==> src/rtl/i2c_pkg.sv <==
// Shared FSM state encoding and bus-level constants for the I2C target.
package i2c_pkg;

  typedef enum logic [2:0] {
    IDLE,
    ADDR,
    ADDR_ACK,
    WR_DATA,
    WR_ACK,
    RD_LOAD,
    RD_DATA,
    RD_ACK
  } i2c_state_e;

  localparam logic I2C_ACK  = 1'b0;
  localparam logic I2C_NACK = 1'b1;

endpackage

==> src/rtl/i2c_sync_edge.sv <==
// Two-flop synchronizer for one bus line plus rise/fall detection on the synced value.
module i2c_sync_edge (
  input  logic clk,
  input  logic rst,
  input  logic d_i,
  output logic level_o,
  output logic rise_o,
  output logic fall_o
);

  logic s1_q, s2_q, prev_q;

  // Preloaded high: an idle bus reads high, so reset creates no false edges.
  always_ff @(posedge clk) begin
    if (rst) begin
      s1_q   <= 1'b1;
      s2_q   <= 1'b1;
      prev_q <= 1'b1;
    end else begin
      s1_q   <= d_i;
      s2_q   <= s1_q;
      prev_q <= s2_q;
    end
  end

  assign level_o = s2_q;
  assign rise_o  = s2_q & ~prev_q;
  assign fall_o  = ~s2_q & prev_q;

endmodule

==> src/rtl/i2c_target.sv <==
// I2C target: address match, write-byte receive, read-byte transmit with clock stretching.
module i2c_target
  import i2c_pkg::*;
#(
  parameter logic [6:0] I2C_ADDR = 7'h50
) (
  input  logic       clk,
  input  logic       rst,
  input  logic       scl_i,
  input  logic       sda_i,
  output logic       scl_o,
  output logic       scl_oe,
  output logic       sda_o,
  output logic       sda_oe,
  output logic       start,
  output logic       stop,
  output logic       addr_hit,
  output logic       rw,
  output logic [7:0] rx_data,
  output logic       rx_valid,
  input  logic [7:0] tx_data,
  input  logic       tx_valid,
  output logic       tx_req,
  output logic       tx_nack,
  output i2c_state_e state_o
);

  logic scl_lvl, scl_rise, scl_fall;
  logic sda_lvl, sda_rise, sda_fall;

  i2c_sync_edge u_scl (
    .clk(clk), .rst(rst), .d_i(scl_i),
    .level_o(scl_lvl), .rise_o(scl_rise), .fall_o(scl_fall)
  );

  i2c_sync_edge u_sda (
    .clk(clk), .rst(rst), .d_i(sda_i),
    .level_o(sda_lvl), .rise_o(sda_rise), .fall_o(sda_fall)
  );

  i2c_state_e state_q;
  logic [3:0] cnt_q;
  logic [7:0] shift_q, rx_data_q;
  logic       scl_oe_q, sda_oe_q, tx_req_q, rw_q;
  logic       start_q, stop_q, addr_hit_q, rx_valid_q, tx_nack_q;

  logic       start_det, stop_det;
  logic [7:0] shift_in;

  assign start_det = sda_fall & scl_lvl;
  assign stop_det  = sda_rise & scl_lvl;
  assign shift_in  = {shift_q[6:0], sda_lvl};

  always_ff @(posedge clk) begin
    if (rst) begin
      state_q    <= IDLE;
      cnt_q      <= 4'd0;
      shift_q    <= 8'h00;
      rx_data_q  <= 8'h00;
      scl_oe_q   <= 1'b0;
      sda_oe_q   <= 1'b0;
      tx_req_q   <= 1'b0;
      rw_q       <= 1'b0;
      start_q    <= 1'b0;
      stop_q     <= 1'b0;
      addr_hit_q <= 1'b0;
      rx_valid_q <= 1'b0;
      tx_nack_q  <= 1'b0;
    end else begin
      start_q    <= 1'b0;
      stop_q     <= 1'b0;
      addr_hit_q <= 1'b0;
      rx_valid_q <= 1'b0;
      tx_nack_q  <= 1'b0;
      // Bus conditions override everything, including a same-cycle tx_valid.
      if (start_det) begin
        state_q  <= ADDR;
        cnt_q    <= 4'd0;
        scl_oe_q <= 1'b0;
        sda_oe_q <= 1'b0;
        tx_req_q <= 1'b0;
        start_q  <= 1'b1;
      end else if (stop_det) begin
        state_q  <= IDLE;
        cnt_q    <= 4'd0;
        scl_oe_q <= 1'b0;
        sda_oe_q <= 1'b0;
        tx_req_q <= 1'b0;
        stop_q   <= 1'b1;
      end else begin
        case (state_q)
          IDLE: ;
          ADDR, WR_DATA: begin
            if (scl_rise) begin
              shift_q <= shift_in;
              cnt_q   <= cnt_q + 4'd1;
              if (cnt_q == 4'd7) begin
                cnt_q <= 4'd0;
                if (state_q == ADDR) begin
                  if (shift_in[7:1] == I2C_ADDR) begin
                    addr_hit_q <= 1'b1;
                    rw_q       <= shift_in[0];
                    state_q    <= ADDR_ACK;
                  end else begin
                    state_q <= IDLE;
                  end
                end else begin
                  rx_data_q  <= shift_in;
                  rx_valid_q <= 1'b1;
                  state_q    <= WR_ACK;
                end
              end
            end
          end
          // First scl fall starts the ACK, the next one ends it.
          ADDR_ACK, WR_ACK: begin
            if (scl_fall) begin
              if (!sda_oe_q) begin
                sda_oe_q <= 1'b1;
              end else begin
                sda_oe_q <= 1'b0;
                state_q  <= (state_q == ADDR_ACK && rw_q) ? RD_LOAD : WR_DATA;
              end
            end
          end
          RD_LOAD: begin
            if (tx_req_q && tx_valid) begin
              shift_q  <= tx_data;
              sda_oe_q <= ~tx_data[7];
              tx_req_q <= 1'b0;
              scl_oe_q <= 1'b0;
              cnt_q    <= 4'd0;
              state_q  <= RD_DATA;
            end else if (!tx_req_q && !scl_lvl) begin
              tx_req_q <= 1'b1;
              scl_oe_q <= 1'b1;
            end
          end
          RD_DATA: begin
            if (scl_rise) begin
              cnt_q <= cnt_q + 4'd1;
            end
            if (scl_fall) begin
              if (cnt_q == 4'd8) begin
                sda_oe_q <= 1'b0;
                cnt_q    <= 4'd0;
                state_q  <= RD_ACK;
              end else begin
                sda_oe_q <= ~shift_q[3'd7 - cnt_q[2:0]];
              end
            end
          end
          RD_ACK: begin
            if (scl_rise) begin
              if (sda_lvl == I2C_NACK) begin
                tx_nack_q <= 1'b1;
                state_q   <= IDLE;
              end else begin
                state_q <= RD_LOAD;
              end
            end
          end
          default: state_q <= IDLE;
        endcase
      end
    end
  end

  assign scl_oe   = scl_oe_q;
  assign scl_o    = ~scl_oe_q;
  assign sda_oe   = sda_oe_q;
  assign sda_o    = ~sda_oe_q;
  assign start    = start_q;
  assign stop     = stop_q;
  assign addr_hit = addr_hit_q;
  assign rw       = rw_q;
  assign rx_data  = rx_data_q;
  assign rx_valid = rx_valid_q;
  assign tx_req   = tx_req_q;
  assign tx_nack  = tx_nack_q;
  assign state_o  = state_q;

endmodule

==> config.mk <==
export PLATFORM = sky130hd
export DESIGN_NAME = i2c_target
export DESIGN_NICKNAME = d
export VERILOG_FILES = /design/src/rtl/i2c_pkg.sv /design/src/rtl/i2c_sync_edge.sv /design/src/rtl/i2c_target.sv
export SDC_FILE = /design/constraint.sdc
export NUM_CORES = 1
export LEC_CHECK = 0
export BUFFER_PORTS_ARGS = -buffer_cell sky130_fd_sc_hd__buf_4
export CAP_MARGIN = 20
export CELL_PAD_IN_SITES_DETAIL_PLACEMENT = 0
export CELL_PAD_IN_SITES_GLOBAL_PLACEMENT = 1
export CORE_UTILIZATION = 38
export DETAILED_ROUTE_END_ITERATION = 12
export PLACE_DENSITY = 0.8
export SYNTH_ARGS = -nofsm -noshare
export SYNTH_HDL_FRONTEND = slang
export SYNTH_HIERARCHICAL = 1
export SYNTH_SLANG_ARGS = --single-unit
==> constraint.sdc <==
create_clock -name clk -period 2 [get_ports clk]
set_input_delay 0.2 -clock clk [delete_from_list [all_inputs] [get_ports clk]]
set_output_delay 0.2 -clock clk [all_outputs]
set_load 0.03 [all_outputs]
==> results.cfg, run 1 <==
[status]
status = finished, final reports clean

[synthesis]
synth_top_family_by_area = simple AND/OR/NAND/NOR gates
synth-simple-area-share_pct = 28.2
synth_compound_area_share_pct = 11.9
yosys.area.top_type = dfxtp_1
syn_inst = 206
synthTopCellsByArea = dfxtp_1, mux2i_1, nor2_1, a211oi_1, buf_6
yosys_warnings = 6
synth_fp_nets = 221
synth_fa_ha_area_share_pct = 1.81
synthArstFlopShare_pct = 0
yosys.area_share.xor_xnor_pct = 0
ys.flop_type = dfxtp_1
ys_types = 56
ys_seq_elements = 37
syn_avg_cell_area_um2 = 9.38
syn-cell-area_um2 = 1930
yosys.area.top_type_share_pct = 38.3
ys_seq_area_share_pct = 38.3
synth_edf_count = 0
synthMuxAreaShare_pct = 13.0

[final_layout]
layout_common_cells = buf_4, dfxtp_1, nor2_1
final_common_cell = buf_4
final_cells = 313
drive_gt1_share_pct = 28.0
antenna-diode-count = 0
fin_util_pct = 48.9
fillerInstances = 508
layout.nets = 260
area_growth_pct = 22.0

[floorplanning]
io_pins = 35
die-width_um = 73.3
die_height_um = 73.3
placementRows = 25
core-area_um2 = 4820
start_util_pct = 40.1
dieArea_um2 = 5370

[sta]
fin_crit_sh_pct = 92.7
setup_viol = 0
hold_ws_ns = 0.0838
fin_skew_ns = 0.00686
min_period_ns = 1.85
slew_viol_final = 0
hold_viol = 0
relSlewSlack_pct = 66.2
worst_slew_pin_slew_ns = 0.507
rsz0062_at_grt = no
fmax_mhz = 539
tns_ns = 0

[clock_network]
htree_levels = 2
cts_buffer_depth = 2
postCtsSetupBuffers = 0
path_clk_slew_ns = 0.07
ctsResizeCount = 0
ctsHoldBuffers = 0
clkLatencyLatePin_ns = 0.29
cts_tree = yes
cts_sinks = 37
cts-root-buf = clkbuf_8
cts_buffers = 5

[critical_path]
arrival_ns = 2.04
crit_slowest_cell = dfxtp_1
cpPeakStageDelay_ns = 0.64
worstSetupStartpointType = flip-flop
crit_chain = maj3_1 > nor2_4 > nor4b_4 > nor2_2 > mux2_4
endpoint_kind = flip-flop
path_max_fanout = 14
critPathKind = flip-flop to flip-flop
crit_required_ns = 2.18

[route]
met2WireLength_mm = 1.66
detail_route.vias_per_cell = 5.02
dr.max_layer_used = met4
avgRoutedWirePerCell_um = 12.9
wirelength_mm = 4.05
vias = 1572
remaining_drc_errors = 0
drtIter0Drc = 117
wl_met1_mm = 2.15
wl_met3_um = 197
antenna_left = 0
drtPass1Iterations = 4

[worst_hold_path]
hold_class = primary input to flip-flop

[global_routing]
antenna_found_initial = 0
grt.overflow.total = 0
track_usage_pct = 16.7
grt_first_pass_wirelength_mm = 6.72
grt_pass1_vias = 1413
grt_max_degree = 31

[place]
port_buffers = 34
place.gp.congestion = 0.814
dp.final_hpwl_mm = 2.94
placedCellCount = 305

[power]
vdd_drop_max_mv = 0.476
power.static_leakage_uw = 0.00107
powerDensity_nw_per_um2 = 583

[run]
maxCapViolations = 0
[final cells by class]
| cell class | instances | area [um^2] | share of cell area, % |
|---|---|---|---|
| inverters | 7 | 26.3 | 1.12 |
| flip-flops and latches | 37 | 741 | 31.4 |
| repair buffers | 47 | 353 | 15.0 |
| clock buffers | 5 | 68.8 | 2.92 |
| well taps | 67 | 83.8 | 3.56 |
| multi-input cells | 147 | 1060 | 45.0 |
| clock inverters | 3 | 22.5 | 0.956 |
[metal layers]
metal	vias up	global-route usage, %
li1	812	-
met1	705	24.0
met2	49	23.9
met3	6	4.94
met4	0	5.13
met5	-	0
[state kept, by name, summed over array words and instances, names as in the netlist]
| name | flops |
|---|---|
| cnt_q | 4 |
| tx_nack | 1 |
| rw | 1 |
| u_sda/s1_q | 1 |
| sda_oe | 1 |
| u_sda/prev_q | 1 |
| rx_valid | 1 |
| shift_q | 8 |
| u_scl/level_o | 1 |
| tx_req | 1 |
| u_sda/level_o | 1 |
| stop | 1 |
| addr_hit | 1 |
| rx_data | 8 |
| start | 1 |
| u_scl/prev_q | 1 |
| u_scl/s1_q | 1 |
| state_o | 3 |
[cells by family after synthesis]
group | count (synthesis)
flip-flops | 37
AND/OR/NAND/NOR | 89
AO/OA/AOI/OAI | 33
multiplexers | 22
buffers and inverters | 22
adder cells (fa/ha/maj) | 3
[synth_stat cells, types with 2 or more instances]
master / n
o21ai_0: 4
nand2b_1: 5
nand3_1: 6
nor2b_1: 4
and2b_1: 2
a211oi_1: 10
a22oi_1: 2
ha_1: 2
nand2_1: 6
nor3b_1: 2
dfxtp_1: 37
buf_2: 5
clkbuf_1: 4
buf_6: 5
nor3_1: 4
mux4_2: 2
mux2i_1: 19
or2_1: 6
a21oi_1: 4
nand3b_1: 4
a31oi_1: 3
inv_1: 7
nor2_1: 30
[worst paths after layout]
path	startpoint	cells after the start	slack, ns	end
setup / recovery	state_o[2]	5	0.15	state_o[0]
hold / removal	sda_i	2	0.08	u_sda/s1_q
setup reg to reg	state_o[2]	5	0.15	state_o[0]
hold reg to reg	u_scl/s1_q	1	0.41	u_scl/level_o
[report_power, final]
part           switching [uW]  internal, uW
clock network             283           247
logic                    48.0          44.9
registers                7.05           744
total                     338          1040
[critical path: cells and delay by family (launching register included)]
family | cells | cell delay [ns]
flip-flops | 1 | 0.64
AND/OR/NAND/NOR | 3 | 0.48
multiplexers | 1 | 0.30
adder cells (fa/ha/maj) | 1 | 0.33
[through the flow]
stage                     worst slack, ns  total power (uW)  cell area (um^2)
after global routing               0.0305              1430              2360
final                               0.145              1370              2360
after detailed placement            0.127               862              2260
after floorplan                     0.126               820              1930
after global placement              0.177               862              2260
after CTS                           0.120              1390              2360
(Power assumes the default switching activity.)
==> run 2, diff against run 1 <==
--- a/config.mk
+++ b/config.mk
@@ -9,10 +9,9 @@
 export CAP_MARGIN = 20
 export CELL_PAD_IN_SITES_DETAIL_PLACEMENT = 0
 export CELL_PAD_IN_SITES_GLOBAL_PLACEMENT = 1
-export CORE_UTILIZATION = 38
+export CORE_UTILIZATION = 37
 export DETAILED_ROUTE_END_ITERATION = 12
-export PLACE_DENSITY = 0.8
+export PLACE_DENSITY = 0.79
 export SYNTH_ARGS = -nofsm -noshare
 export SYNTH_HDL_FRONTEND = slang
-export SYNTH_HIERARCHICAL = 1
 export SYNTH_SLANG_ARGS = --single-unit
==> results.cfg, run 2 <==
[place]
port_buffers = 34
postPlaceCellArea_um2 = 2240
dp.final_hpwl_mm = 3.17
place.gp.congestion = 0.804

[synthesis]
ys_seq_area_share_pct = 39.1
ys_types = 51
syn_avg_cell_area_um2 = 9.33
yosys_warnings = 0
synth_top_family_by_area = compound AO/OA/AOI/OAI gates
synth_most_common_cell = dfxtp_1
syn_inst = 203
synthArstFlopShare_pct = 0
yosys.area.top_type_share_pct = 39.1
ys_top_cells_by_count = dfxtp_1, nor2_1, mux2i_1
synthTopCellsByArea = dfxtp_1, mux2i_1, nor2_1, a211oi_1, or2_2
syn-cell-area_um2 = 1890
synth-simple-area-share_pct = 20.1
synth_fa_ha_area_share_pct = 1.32
synth_edf_count = 0
ys.flop_type = dfxtp_1
synth_fp_nets = 218
yosys.area.top_type = dfxtp_1
synthMuxAreaShare_pct = 10.8
yosys.area_share.xor_xnor_pct = 2.25
ys_seq_elements = 37
synth_compound_area_share_pct = 20.5

[power]
power.static_leakage_uw = 0.000853
p_int_uw = 1410
vdd_drop_max_mv = 0.352
combPwrFrac_pct = 28.2
clockPowerShare_pct = 31.5
swShare_pct = 31.3
seqPwrFrac_pct = 40.3
switching_power_uw = 645
powerDensity_nw_per_um2 = 876

[clock_network]
htree_levels = 2
cts_buffer_depth = 2
ctsResizeCount = 0
postCtsSetupBuffers = 0
cts_sinks = 37
cts_buffers = 5
cts_tree = yes
ctsHoldBuffers = 0
path_clk_slew_ns = 0.08
cts-root-buf = clkbuf_8
clkLatencyLatePin_ns = 0.29

[global_routing]
grt_pass1_vias = 1547
grt_first_pass_wirelength_mm = 7.36
track_usage_pct = 18.0
grt.overflow.total = 0
grt_max_degree = 29
antenna_found_initial = 0

[route]
remaining_drc_errors = 0
antenna_left = 0
drtPass1Iterations = 4
drtIter0Drc = 154
vias = 1640
wirelength_mm = 4.37
avgRoutedWirePerCell_um = 14.1
detail_route.vias_per_cell = 5.31

[floorplanning]
die-width_um = 73.6
die_height_um = 73.6
start_util_pct = 39.3
dieArea_um2 = 5410
placementRows = 25
io_pins = 35
core-area_um2 = 4820

[critical_path]
endpoint_kind = flip-flop
reg2reg_from = cnt_q[0]
worstSetupStartpointType = flip-flop
arrival_ns = 2.08
critPathKind = flip-flop to flip-flop
critPathLaunch = cnt_q[0]
crit_required_ns = 2.23
path_max_fanout = 6

[status]
status = finished, final reports clean

[sta]
slew_viol_final = 0
min_period_ns = 1.86
hold_viol = 0
fmax_mhz = 539
worst_slew_pin_slew_ns = 0.399
setup_viol = 0
fin_skew_ns = 0.00668
rsz0062_at_grt = no
fin_crit_sh_pct = 92.8
tns_ns = 0
relSlewSlack_pct = 73.3

[final_layout]
final_cell_area_um2 = 2350
layout_common_cells = buf_4, dfxtp_1, nor2_1
drive_gt1_share_pct = 28.1
final_common_cell = buf_4
layout.nets = 256
area_growth_pct = 24.0
antenna-diode-count = 0
fin_util_pct = 48.8

[run]
maxCapViolations = 0

[worst_hold_path]
hold_class = primary input to flip-flop
hold_start = scl_i
-- run 2: changes by cell type after synthesis, sizes merged, moves of 3 or more --
cell,change
mux2i,-3
clkbuf,+3
nand2b,-3
nor2,-9
and2b,-3
nand2,-3
buf,-3
o211ai,+4
a21oi,+4
-- run 2: path summary, 6_finish.rpt --
| kind | end | slack (ns) | depth (start not counted) |
|---|---|---|---|
| min | u_scl.s1_q | 0.1 | 2 |
| min reg2reg | u_sda.level_o | 0.41 | 1 |
| max reg2reg | rw | 0.14 | 5 |
| max | rw | 0.14 | 5 |
-- run 2: kinds of logic after synthesis --
logic type,Yosys count
DFF,37
AOI/OAI and AO/OA,51
buffers and inverters,22
adders and majority gates,2
and+or+nand+nor,69
xor gates and xnor gates,4
muxes,18
-- run 2: cell type report --
class                   count  area, um^2
well taps                  67        83.8
flip-flops and latches     37         741
fillers                   491        2470
repair buffers             46         345
inverters                   7        26.3
clock inverters             2        38.8
clock buffers               6        72.6
multi-input cells         144        1040
-- run 2: layer usage --
metal / vias up / GRT usage, % / wire length, um
met1: 764 / 25.4 / 2190
met4: 0 / 5.13 / 31
met2: 51 / 27.2 / 1920
met3: 4 / 4.39 / 220
met5: - / 0 / 0
li1: 821 / - / -
-- run 2: worst max-delay path: stages, from the launching register on --
cell	delay (ns)
dfxtp_1	0.45
ha_1	0.25
nand3b_1	0.20
or2_2	0.37
or4_1	0.41
a21oi_1	0.12
-- run 2: per-stage QoR --
stage               power [uW]  setup WS (ns)  hold slack (ns)  instances
detailed placement        1420          0.181            0.388        301
global route              2170         0.0181           0.0826        309
finish                    2060          0.144           0.0961        309
global placement          1420          0.264            0.385        301
CTS                       2070          0.145           0.0836        309
floorplan                 1240         0.0995            0.304        203
-- run 2: power groups by stage --
stage | Sequential (uW) | Clock (uW) | Combinational [uW]
3_5_place_dp | 846 | 0 | 576
3_3_place_gp | 849 | 0 | 576
2_1_floorplan | 846 | 0 | 391
4_1_cts | 828 | 667 | 577
5_1_grt | 836 | 697 | 634
6_report | 830 | 647 | 580
